[src/rtl/fc_neuron_mac_if.sv]
// Handshake/data bundle for fc_neuron_mac.
//   in_valid/in_ready   : request handshake carrying pixels, weights and bias
//   pixels/weights      : N_INPUTS packed elements, element i at [i*DATA_W +: DATA_W]
//   bias                : two's-complement accumulator preload
//   out_valid/out_ready : result handshake carrying result and sat
// The master modport is the producer/consumer side; the slave modport is the neuron.
interface fc_neuron_mac_if #(
  parameter int unsigned N_INPUTS = 8,
  parameter int unsigned DATA_W   = 8,
  parameter int unsigned ACC_W    = 24
);
  logic                         in_valid;
  logic                         in_ready;
  logic [N_INPUTS*DATA_W-1:0]   pixels;
  logic [N_INPUTS*DATA_W-1:0]   weights;
  logic [ACC_W-1:0]             bias;
  logic                         out_valid;
  logic                         out_ready;
  logic [DATA_W-1:0]            result;
  logic                         sat;

  modport master (
    output in_valid, pixels, weights, bias, out_ready,
    input  in_ready, out_valid, result, sat
  );

  modport slave (
    input  in_valid, pixels, weights, bias, out_ready,
    output in_ready, out_valid, result, sat
  );
endinterface

[src/rtl/fc_neuron_mac.sv]
// Sequential fully-connected neuron: one multiply-accumulate per cycle over N_INPUTS
// unsigned pixels and signed weights, bias preload, arithmetic shift, then clamp
// (ReLU to unsigned or signed saturation).
// Ports:
//   clk    : clock, rising edge
//   rst    : asynchronous active-high reset
//   mac_io : fc_neuron_mac_if.slave (in_valid/in_ready/pixels/weights/bias,
//            out_valid/out_ready/result/sat); its parameters must match this module's.
module fc_neuron_mac #(
  parameter int unsigned N_INPUTS = 8,
  parameter int unsigned DATA_W   = 8,
  parameter int unsigned ACC_W    = 24,
  parameter int unsigned SHIFT    = 0,
  parameter int unsigned RELU_EN  = 1
) (
  input  logic           clk,
  input  logic           rst,
  fc_neuron_mac_if.slave mac_io
);

  // Index runs 0..N_INPUTS; the value N_INPUTS marks the finalisation cycle.
  localparam int unsigned IdxW = $clog2(N_INPUTS + 1);
  localparam int unsigned ProdW = 2 * DATA_W + 1;

  localparam logic signed [ACC_W-1:0] UMax = {{(ACC_W-DATA_W){1'b0}}, {DATA_W{1'b1}}};
  localparam logic signed [ACC_W-1:0] SMax = {{(ACC_W-DATA_W+1){1'b0}}, {(DATA_W-1){1'b1}}};
  localparam logic signed [ACC_W-1:0] SMin = {{(ACC_W-DATA_W+1){1'b1}}, {(DATA_W-1){1'b0}}};

  if (N_INPUTS < 2) begin : g_chk_n
    $error("fc_neuron_mac: N_INPUTS must be >= 2");
  end
  if (DATA_W < 2) begin : g_chk_dw
    $error("fc_neuron_mac: DATA_W must be >= 2");
  end
  if (ACC_W < 2 * DATA_W + 2 + $clog2(N_INPUTS)) begin : g_chk_acc
    $error("fc_neuron_mac: ACC_W too narrow for worst-case accumulation");
  end
  if (SHIFT >= ACC_W) begin : g_chk_shift
    $error("fc_neuron_mac: SHIFT must be below ACC_W");
  end

  typedef enum logic [1:0] {StIdle, StAccum, StOutput} state_e;

  state_e                      state_q;
  logic [N_INPUTS*DATA_W-1:0]  pix_q;
  logic [N_INPUTS*DATA_W-1:0]  wgt_q;
  logic signed [ACC_W-1:0]     acc_q;
  logic [IdxW-1:0]             idx_q;
  logic [DATA_W-1:0]           result_q;
  logic                        sat_q;

  logic [DATA_W-1:0]           pix_sel;
  logic [DATA_W-1:0]           wgt_sel;
  logic signed [ProdW-1:0]     prod;
  logic signed [ACC_W-1:0]     prod_ext;
  logic signed [ACC_W-1:0]     shifted;
  logic [DATA_W-1:0]           result_d;
  logic                        sat_d;

  // Element mux for the current index.
  always_comb begin
    pix_sel = '0;
    wgt_sel = '0;
    for (int unsigned i = 0; i < N_INPUTS; i++) begin
      if (idx_q == IdxW'(i)) begin
        pix_sel = pix_q[i*DATA_W +: DATA_W];
        wgt_sel = wgt_q[i*DATA_W +: DATA_W];
      end
    end
  end

  // Pixel gets a zero sign bit so the multiply stays signed.
  always_comb begin
    prod     = $signed({1'b0, pix_sel}) * $signed(wgt_sel);
    prod_ext = {{(ACC_W-ProdW){prod[ProdW-1]}}, prod};
  end

  always_comb begin
    shifted  = acc_q >>> SHIFT;
    result_d = shifted[DATA_W-1:0];
    sat_d    = 1'b0;
    if (RELU_EN != 0) begin
      if (shifted < 0) begin
        result_d = '0;
      end else if (shifted > UMax) begin
        result_d = '1;
        sat_d    = 1'b1;
      end
    end else begin
      if (shifted < SMin) begin
        result_d = SMin[DATA_W-1:0];
        sat_d    = 1'b1;
      end else if (shifted > SMax) begin
        result_d = SMax[DATA_W-1:0];
        sat_d    = 1'b1;
      end
    end
  end

  always_ff @(posedge clk or posedge rst) begin
    if (rst) begin
      state_q  <= StIdle;
      pix_q    <= '0;
      wgt_q    <= '0;
      acc_q    <= '0;
      idx_q    <= '0;
      result_q <= '0;
      sat_q    <= 1'b0;
    end else begin
      unique case (state_q)
        StIdle: begin
          if (mac_io.in_valid) begin
            pix_q   <= mac_io.pixels;
            wgt_q   <= mac_io.weights;
            acc_q   <= mac_io.bias;
            idx_q   <= '0;
            state_q <= StAccum;
          end
        end
        StAccum: begin
          // One extra cycle after the last add registers the clamped result.
          if (idx_q == IdxW'(N_INPUTS)) begin
            result_q <= result_d;
            sat_q    <= sat_d;
            state_q  <= StOutput;
          end else begin
            acc_q <= acc_q + prod_ext;
            idx_q <= idx_q + IdxW'(1);
          end
        end
        StOutput: begin
          if (mac_io.out_ready) begin
            state_q <= StIdle;
          end
        end
        default: state_q <= StIdle;
      endcase
    end
  end

  assign mac_io.in_ready  = (state_q == StIdle) && !rst;
  assign mac_io.out_valid = (state_q == StOutput);
  assign mac_io.result    = result_q;
  assign mac_io.sat       = sat_q;

endmodule

[src/flat_wrapper.sv]
// flat-port wrapper written by rule: the top's interface ports become plain ports
module fc_neuron_mac_flat 
#(
  parameter int unsigned N_INPUTS = 8,
  parameter int unsigned DATA_W   = 8,
  parameter int unsigned ACC_W    = 24,
  parameter int unsigned SHIFT    = 0,
  parameter int unsigned RELU_EN  = 1
)
  (clk, rst, mac_io_in_valid, mac_io_pixels, mac_io_weights, mac_io_bias, mac_io_out_ready, mac_io_in_ready, mac_io_out_valid, mac_io_result, mac_io_sat);
  fc_neuron_mac_if #(.N_INPUTS(N_INPUTS), .DATA_W(DATA_W), .ACC_W(ACC_W)) mac_io_i ();
  input  logic clk;
  input  logic rst;
  input wire logic [$bits(mac_io_i.in_valid)-1:0] mac_io_in_valid;
  input wire logic [$bits(mac_io_i.pixels)-1:0] mac_io_pixels;
  input wire logic [$bits(mac_io_i.weights)-1:0] mac_io_weights;
  input wire logic [$bits(mac_io_i.bias)-1:0] mac_io_bias;
  input wire logic [$bits(mac_io_i.out_ready)-1:0] mac_io_out_ready;
  output wire logic [$bits(mac_io_i.in_ready)-1:0] mac_io_in_ready;
  output wire logic [$bits(mac_io_i.out_valid)-1:0] mac_io_out_valid;
  output wire logic [$bits(mac_io_i.result)-1:0] mac_io_result;
  output wire logic [$bits(mac_io_i.sat)-1:0] mac_io_sat;
  assign mac_io_i.in_valid = mac_io_in_valid;
  assign mac_io_i.pixels = mac_io_pixels;
  assign mac_io_i.weights = mac_io_weights;
  assign mac_io_i.bias = mac_io_bias;
  assign mac_io_i.out_ready = mac_io_out_ready;
  assign mac_io_in_ready = mac_io_i.in_ready;
  assign mac_io_out_valid = mac_io_i.out_valid;
  assign mac_io_result = mac_io_i.result;
  assign mac_io_sat = mac_io_i.sat;
  fc_neuron_mac #(.N_INPUTS(N_INPUTS), .DATA_W(DATA_W), .ACC_W(ACC_W), .SHIFT(SHIFT), .RELU_EN(RELU_EN)) u_core (.clk(clk), .rst(rst), .mac_io(mac_io_i));
endmodule
[config.mk]
export PLATFORM = sky130hd
export DESIGN_NAME = fc_neuron_mac_flat
export DESIGN_NICKNAME = d
export VERILOG_FILES = /design/src/rtl/fc_neuron_mac_if.sv /design/src/rtl/fc_neuron_mac.sv /design/src/flat_wrapper.sv
export SDC_FILE = /design/constraint.sdc
export NUM_CORES = 1
export LEC_CHECK = 0
export BUFFER_PORTS_ARGS = -buffer_cell sky130_fd_sc_hd__clkbuf_2
export CELL_PAD_IN_SITES_DETAIL_PLACEMENT = 1
export CELL_PAD_IN_SITES_GLOBAL_PLACEMENT = 2
export CORE_MARGIN = 2
export CORE_UTILIZATION = 34
export CTS_CLUSTER_DIAMETER = 100
export DETAILED_ROUTE_END_ITERATION = 10
export GPL_ROUTABILITY_DRIVEN = 0
export PLACE_DENSITY_LB_ADDON = 0.1
export SLEW_MARGIN = 40
export SYNTH_ARGS = -nofsm -noshare
export SYNTH_HDL_FRONTEND = slang
export SYNTH_SLANG_ARGS = --single-unit
[constraint.sdc]
create_clock -name clk -period 6.35 [get_ports clk]
set_clock_uncertainty 0.15 [all_clocks]
set_input_delay 1.27 -clock clk [delete_from_list [all_inputs] [get_ports clk]]
set_output_delay 1.27 -clock clk [all_outputs]
set_load 0.005 [all_outputs]
==> results of run 1 <==
cells by family (layout without fill, tap and decap cells):
| kind of cell | count (synthesis) | after routing | share of synthesized area |
|---|---|---|---|
| AO/OA/AOI/OAI | 227 | 227 | 0.130 |
| XOR/XNOR | 18 | 18 | 0.0151 |
| adder cells (fa/ha/maj) | 131 | 131 | 0.184 |
| buffers and inverters | 129 | 409 | 0.0495 |
| flip-flops | 167 | 167 | 0.381 |
| multiplexers | 129 | 129 | 0.132 |
| AND/OR/NAND/NOR | 244 | 244 | 0.107 |
sequential cells by signal, summed over array words and instances (netlist names):
signal                flops
u_core.pix_q             64
u_core.state_q            2
u_core.idx_q              4
u_core.acc_q             24
u_core.mac_io.sat         1
u_core.mac_io.result      8
u_core.wgt_q             64
worst max-delay path, delay by kind of cell (launching register included):
family / cells / cell delay, ps
buffers and inverters: 6 / 830
and+or+nand+nor: 3 / 690
xor gates and xnor gates: 1 / 190
adders and majority gates: 7 / 2650
DFF: 1 / 460
AOI/OAI and AO/OA: 6 / 1260
metrics by stage:
stage | util | area (um2) | instances
detailed placement | 0.412 | 13000 | 1677
CTS | 0.442 | 14000 | 1717
floorplan | - | 11000 | 1045
finish | 0.456 | 14400 | 1727
global placement | 0.411 | 13000 | 1676
global route | 0.456 | 14400 | 1727
synth_stat cells (all sizes together) (4+ instances only):
master,count
mux2,127
nand3b,16
inv,77
nor2,45
o31ai,8
o21ai,90
dfrtp,167
ha,80
buf,35
a21oi,59
a22oi,21
clkbuf,17
and2,27
or3,4
a31oi,7
nand2b,9
o211ai,14
fa,51
xor2,6
xnor2,12
o21a,4
a211oi,4
nand3,5
a21o,4
nor3,6
nand2,115
worst max-delay path by stage:
| stage | endpoint |
|---|---|
| final | u_core.acc_q[19] |
| after global routing | u_core.acc_q[20] |
| after CTS | u_core.acc_q[17] |
| after detailed placement | u_core.acc_q[20] |
| after global placement | u_core.acc_q[22] |
| after floorplan | u_core.acc_q[22] |
per-layer routing:
layer / vias to the layer above / global-route usage / wire length, um
met1: 4389 / 0.287 / 15800
li1: 4147 / - / -
met2: 141 / 0.360 / 16400
met3: 35 / 0.0374 / 1100
met4: 0 / 0.0618 / 537
met5: - / 0 / 0
what timing repair did:
item | CTS | global route
endpoints found under the hold margin | 0 | 0
pin swaps | 36 | 59
gates resized for setup | 82 | 88
cloned | 1 | 2
buffers inserted | 8 | 8
endpoints found under the setup margin | 16 | 16
area by class of cell:
type	count	area [um2]	share of cell area
multi-input cells	749	6760	0.469
flip-flops and latches	167	4180	0.290
repair buffers	300	2090	0.145
well taps	402	503	0.0349
clock buffers	20	447	0.0310
inverters	77	297	0.0206
clock inverters	12	139	0.00964
==> key figures, run 1 <==
Floorplanning
  – Number of primary I/O pins: approximately 170
  – Initial core utilization: 0.347
  – Die Area: between 0.03 and 0.04 mm2
  – Horizontal extent of the die: about 180 um
  – Area of the core: ~0.032 mm2
  – Y dimension of the die: between 150 and 200 um
  – Placement Rows: 65

Yosys
  – Top cell type by total area after synthesis: sky130_fd_sc_hd__dfrtp_1
  – Flops & latches, synth: approximately 170
  – Number of unique standard cell types used by synthesis: 60
  – Mapped Cells: roughly 1000
  – Asr flop ratio synth: 1.00
  – Synth top area cells: sky130_fd_sc_hd__dfrtp_1, sky130_fd_sc_hd__mux2_2, sky130_fd_sc_hd__fa_1, sky130_fd_sc_hd__ha_1, sky130_fd_sc_hd__nand2_1
  – Post-synth EDFFs: 0
  – Net count after synthesis: 1332
  – Synthesized area: 0.0110 mm2
  – Avg Cell Area, Syn: about 10 um2
  – Area share of the largest cell type after synthesis: 0.381
  – Number of warnings issued by yosys: 0
  – Sequential share of the synthesized area: 0.381
  – Most used DFF post-synth: sky130_fd_sc_hd__dfrtp_1

Drt
  – First-pass iteration count of the detailed router: 4
  – 1st-iter DRT viols: 399
  – Routed len/inst: between 15 and 20 um
  – DR DRC count: 0
  – Via Count: roughly 8700
  – Total wire length after detailed routing: 33.9 mm
  – Number of nets with antenna violations after detailed routing: 0
  – Ratio of routed vias to standard cells: a little over 5

Setup path
  – Critical path startpoint: u_core.idx_q[0]
  – Library cell contributing the largest single delay on the critical path: sky130_fd_sc_hd__fa_1
  – Largest stage delay, worst path: roughly 560 ps
  – Crit Path Category: reg -> reg
  – Nature of the critical path startpoint: register
  – Launch point of the worst reg-to-reg path: u_core.idx_q[0]
  – Critical path capture point type: register
  – Critical-path maximum fanout: 5
  – Crit path cell chain: buf_6 > ha_4 > buf_4 > or2_1 > a21o_1 > buf_6 > o21ai_2 > buf_4 > buf_4 > nand2_1 > fa_2 > inv_1 > fa_2 > fa_2 > fa_1 > ha_4 > ha_2 > or3_4 > o311ai_4 > o21ai_2 > a21oi_2 > xor2_1 > o21ai_1
  – Register-to-Register Setup Slack: 9 ps
  – Crit path arrival time: about 6500 ps
  – Depth of the worst register-to-register path: 23
  – Capturing point of the worst reg2reg path: u_core.acc_q[19]
  – Critical path required time: ~6500 ps

Placed design
  – Hpwl dp: about 25 mm
  – Number of port buffers: around 170
  – Worst slack, placed: -492 ps

STA
  – Worst Hold Slack: around 330 ps
  – Worst Setup Slack, final: 8.67 ps
  – TNS Setup: 0 ps
  – Post-layout minimum cycle time: between 6000 and 7000 ps
  – Number of hold violations in the final report: 0
  – Max-Slew Margin vs Limit: 0.506
  – Highest clock rate: roughly 160 MHz
  – Fin crit share: 0.999
  – Number of slew-limit violations in the final report: 0
  – # setup viols final: 0
  – Unrepaired setup endpoints after global routing: yes
  – Slew at the pin with the worst max-slew slack: 740 ps

GRT
  – Remaining global-route overflow: 0
  – Global router's overall resource usage: 0.215
  – Maximum number of pins on one net before global-route repair: approximately 150
  – Wire length of the first global-routing pass: roughly 55 mm
  – Number of global-route vias before repair: a little under 10000
  – Initial antenna violation count: 0

Clock tree
  – H-tree lvl count: 4
  – Number of sinks handled by clock tree synthesis: between 150 and 200
  – Clock latency reported for the late side of the worst-skew pair: approximately 470 ps
  – Clock Path Buffers: 2
  – Root buffer cell: sky130_fd_sc_hd__clkbuf_16
  – Clock transition at the register clock pins on the worst setup and hold paths after CTS: about 80 ps
  – Cts hold-fix bufs: 0
  – TritonCTS clock tree: yes
  – Total clock buffers created by CTS: 17

Layout
  – P&R area growth vs syn: 31.5%
  – Fill cells: 3524
  – Share of cells above drive strength 1: 0.430
  – # nets final: about 1600
  – Diodes inserted: 0
  – Most frequent cells in the layout: sky130_fd_sc_hd__clkbuf_2, sky130_fd_sc_hd__dfrtp_1, sky130_fd_sc_hd__mux2_2

Min path
  – Endpoint of the worst hold path: u_core.mac_io.result[7]
  – Worst hold stages: 2
  – Class of the tightest hold or removal check: reg -> reg
  – Critical hold path startpoint: u_core.mac_io.result[7]

Job
  – Max-capacitance violation count: 0

Status
  – Run status: completed
Power of run 1 is not shown: default switching activity piles up to over one toggle a cycle in this logic, so the estimate is an artifact.
==> run 2: changes to the inputs <==
Settings changed: CORE_UTILIZATION 34 to 37.
Clock period 6.35 ns to 7.1 ns, I/O delays scaled along.
==> run 2 against run 1 <==
Against the previous run: utilization is 1.5 points lower; worst setup slack improved by 340 ps; count of clock-buffer cells in the layout increased by 1; first-iteration DRC count down 14%; wire length fell by 7.0%; sequential cell count stayed put; final area fell by 10%; critical path depth increased by 4; via count decreased by 4.2%; fmax is 6.1% lower.
==> key figures, run 2 (synthesized netlist as in run 1, its figures left out) <==
Job
  – Max-capacitance violation count: 0 (unchanged)

Floorplanning
  – Y dimension of the die: 176 um (was 184 um)
  – Initial core utilization: 0.373 (was 0.347)
  – Die Area: 0.0310 mm2 (was 0.0337 mm2)
  – Number of primary I/O pins: 167 (unchanged)
  – Area of the core: 0.0294 mm2 (was 0.0316 mm2)
  – Placement Rows: 63 (was 65)
  – Horizontal extent of the die: 176 um (was 184 um)

Drt
  – Routed len/inst: 19.5 um (was 19.6 um)
  – First-pass iteration count of the detailed router: 4 (unchanged)
  – Via Count: 8347 (was 8712)
  – 1st-iter DRT viols: 342 (was 399)
  – Ratio of routed vias to standard cells: 5.16 (was 5.04)
  – Number of nets with antenna violations after detailed routing: 0 (unchanged)
  – Total wire length after detailed routing: 31.5 mm (was 33.9 mm)
  – DR DRC count: 0 (unchanged)

Min path
  – Critical hold path startpoint: u_core.mac_io.result[3] (was u_core.mac_io.result[7])
  – Class of the tightest hold or removal check: reg -> reg (unchanged)
  – Worst hold stages: 2 (unchanged)
  – Endpoint of the worst hold path: u_core.mac_io.result[3] (was u_core.mac_io.result[7])

GRT
  – Remaining global-route overflow: 0 (unchanged)
  – Maximum number of pins on one net before global-route repair: 105 (was 145)
  – Initial antenna violation count: 0 (unchanged)
  – Number of global-route vias before repair: 8721 (was 9720)
  – Global router's overall resource usage: 0.212 (was 0.215)
  – Wire length of the first global-routing pass: 50.2 mm (was 54.7 mm)

Layout
  – Share of cells above drive strength 1: 0.321 (was 0.430)
  – Finished Cell Area: 0.0130 mm2 (was 0.0144 mm2)
  – Diodes inserted: 0 (unchanged)
  – Most frequent cells in the layout: sky130_fd_sc_hd__clkbuf_2, sky130_fd_sc_hd__dfrtp_1, sky130_fd_sc_hd__mux2_2 (unchanged)
  – P&R area growth vs syn: 18.1% (was 31.5%)
  – Fin util: 0.441 (was 0.456)
  – Filler-free cell count of the finished design: 1618 (was 1727)
  – Fill cells: 3328 (was 3524)
  – Largest registers: u_core.pix_q (64), u_core.wgt_q (64), u_core.acc_q (24) (unchanged)
  – # nets final: 1502 (was 1599)

Setup path
  – Largest delay contributor family on the critical path: adder cells (unchanged)
  – Crit Path Category: reg -> reg (unchanged)
  – Count of buffer and inverter cells on the critical path: 6 (unchanged)
  – Library cell contributing the largest single delay on the critical path: sky130_fd_sc_hd__fa_1 (unchanged)
  – Critical-path maximum fanout: 15 (was 5)
  – Register-to-Register Setup Slack: 340 ps (was 9 ps)
  – Depth of the worst register-to-register path: 27 (was 23)
  – Capturing point of the worst reg2reg path: u_core.acc_q[22] (was u_core.acc_q[19])
  – Launch point of the worst reg-to-reg path: u_core.idx_q[1] (was u_core.idx_q[0])
  – Critical path required time: 7250 ps (was 6530 ps)
  – Crit path arrival time: 6910 ps (was 6520 ps)
  – Largest stage delay, worst path: 530 ps (was 560 ps)
  – Critical path capture point type: register (unchanged)
  – Nature of the critical path startpoint: register (unchanged)

STA
  – Number of slew-limit violations in the final report: 0 (unchanged)
  – Worst Setup Slack, final: 345 ps (was 8.67 ps)
  – # setup viols final: 0 (unchanged)
  – Number of hold violations in the final report: 0 (unchanged)
  – Post-layout minimum cycle time: 6760 ps (was 6340 ps)
  – Fin crit share: 0.951 (was 0.999)
  – Highest clock rate: 148 MHz (was 158 MHz)
  – Max-Slew Margin vs Limit: 0.470 (was 0.506)
  – Slew at the pin with the worst max-slew slack: 796 ps (was 740 ps)

Clock tree
  – Clock latency reported for the late side of the worst-skew pair: 450 ps (was 470 ps)
  – Clock transition at the register clock pins on the worst setup and hold paths after CTS: 70 ps (was 80 ps)
  – Number of sinks handled by clock tree synthesis: 167 (unchanged)
  – H-tree lvl count: 4 (unchanged)
  – Clock Path Buffers: 2 (unchanged)
  – Root buffer cell: sky130_fd_sc_hd__clkbuf_16 (unchanged)
  – Total clock buffers created by CTS: 17 (unchanged)
  – TritonCTS clock tree: yes (unchanged)

Status
  – Run status: completed (unchanged)

Placed design
  – Number of port buffers: 166 (unchanged)
  – Cell Count Post-Placement: 1578 (was 1677)
  – Post-place instance area: 0.0123 mm2 (was 0.0130 mm2)
  – Worst slack, placed: 225 ps (was -492 ps)
  – Hpwl dp: 23.7 mm (was 25.4 mm)
[run 2: cell count changes in the layout (fill, tap and decap cells not counted), sizes merged]
cell,delta
buf,-96
clkinv,-2
bufinv,-2
clkinvlp,+3
[run 2: worst max path at each step]
stage	start	endpoint	cells past startpoint
after floorplan	u_core.idx_q[0]	u_core.acc_q[22]	24
after global placement	u_core.idx_q[1]	u_core.acc_q[22]	23
after detailed placement	u_core.idx_q[1]	u_core.acc_q[22]	23
after CTS	u_core.idx_q[1]	u_core.acc_q[22]	23
after global routing	u_core.idx_q[1]	u_core.acc_q[19]	26
final	u_core.idx_q[1]	u_core.acc_q[22]	27
[run 2: worst reg2reg max path: stages (launching register included)]
cell	delay, ps
sky130_fd_sc_hd__dfrtp_1	400
sky130_fd_sc_hd__inv_1	110
sky130_fd_sc_hd__ha_4	250
sky130_fd_sc_hd__buf_4	190
sky130_fd_sc_hd__nand2b_1	160
sky130_fd_sc_hd__nor2_1	60
sky130_fd_sc_hd__o21ai_0	420
sky130_fd_sc_hd__o21ai_0	270
sky130_fd_sc_hd__o21ai_2	200
sky130_fd_sc_hd__buf_4	180
sky130_fd_sc_hd__nand2_1	80
sky130_fd_sc_hd__fa_1	380
sky130_fd_sc_hd__inv_1	70
sky130_fd_sc_hd__fa_1	410
sky130_fd_sc_hd__ha_1	290
sky130_fd_sc_hd__inv_1	50
sky130_fd_sc_hd__fa_1	530
sky130_fd_sc_hd__inv_1	40
sky130_fd_sc_hd__ha_1	280
sky130_fd_sc_hd__ha_1	240
sky130_fd_sc_hd__fa_1	430
sky130_fd_sc_hd__a211o_1	310
sky130_fd_sc_hd__o211ai_1	240
sky130_fd_sc_hd__a211oi_2	200
sky130_fd_sc_hd__nand3b_1	190
sky130_fd_sc_hd__a31o_2	260
sky130_fd_sc_hd__xnor2_1	130
sky130_fd_sc_hd__o21ai_1	70
[run 2: cell type report]
type                    count  area, um2  area share
clock buffers              21        460      0.0355
clock inverters            11        108     0.00831
inverters                  77        302      0.0233
multi-input cells         749       6270       0.484
flip-flops and latches    167       4180       0.323
well taps                 390        488      0.0377
repair buffers            203       1140      0.0883
[run 2: repair_timing]
action	4_1_cts	5_1_grt
endpoints found under the setup margin	0	14
hold buffers	0	0
gates resized for setup	0	11
buffers inserted	0	8
[run 2: layer usage]
metal | up-vias | track usage | routed length [um]
met1 | 4238 | 0.309 | 15600
met2 | 138 | 0.336 | 14600
met5 | - | 0 | 0
met4 | 0 | 0.0430 | 320
met3 | 17 | 0.0301 | 970
li1 | 3954 | - | -
[run 2: stage by stage]
step           hold slack [ps]  TNS, ps
2_1_floorplan              322        0
3_3_place_gp               314        0
3_5_place_dp               320        0
4_1_cts                    335        0
5_1_grt                    368    -41.3
6_report                   326        0
Power of run 2 is left out for the same reason.
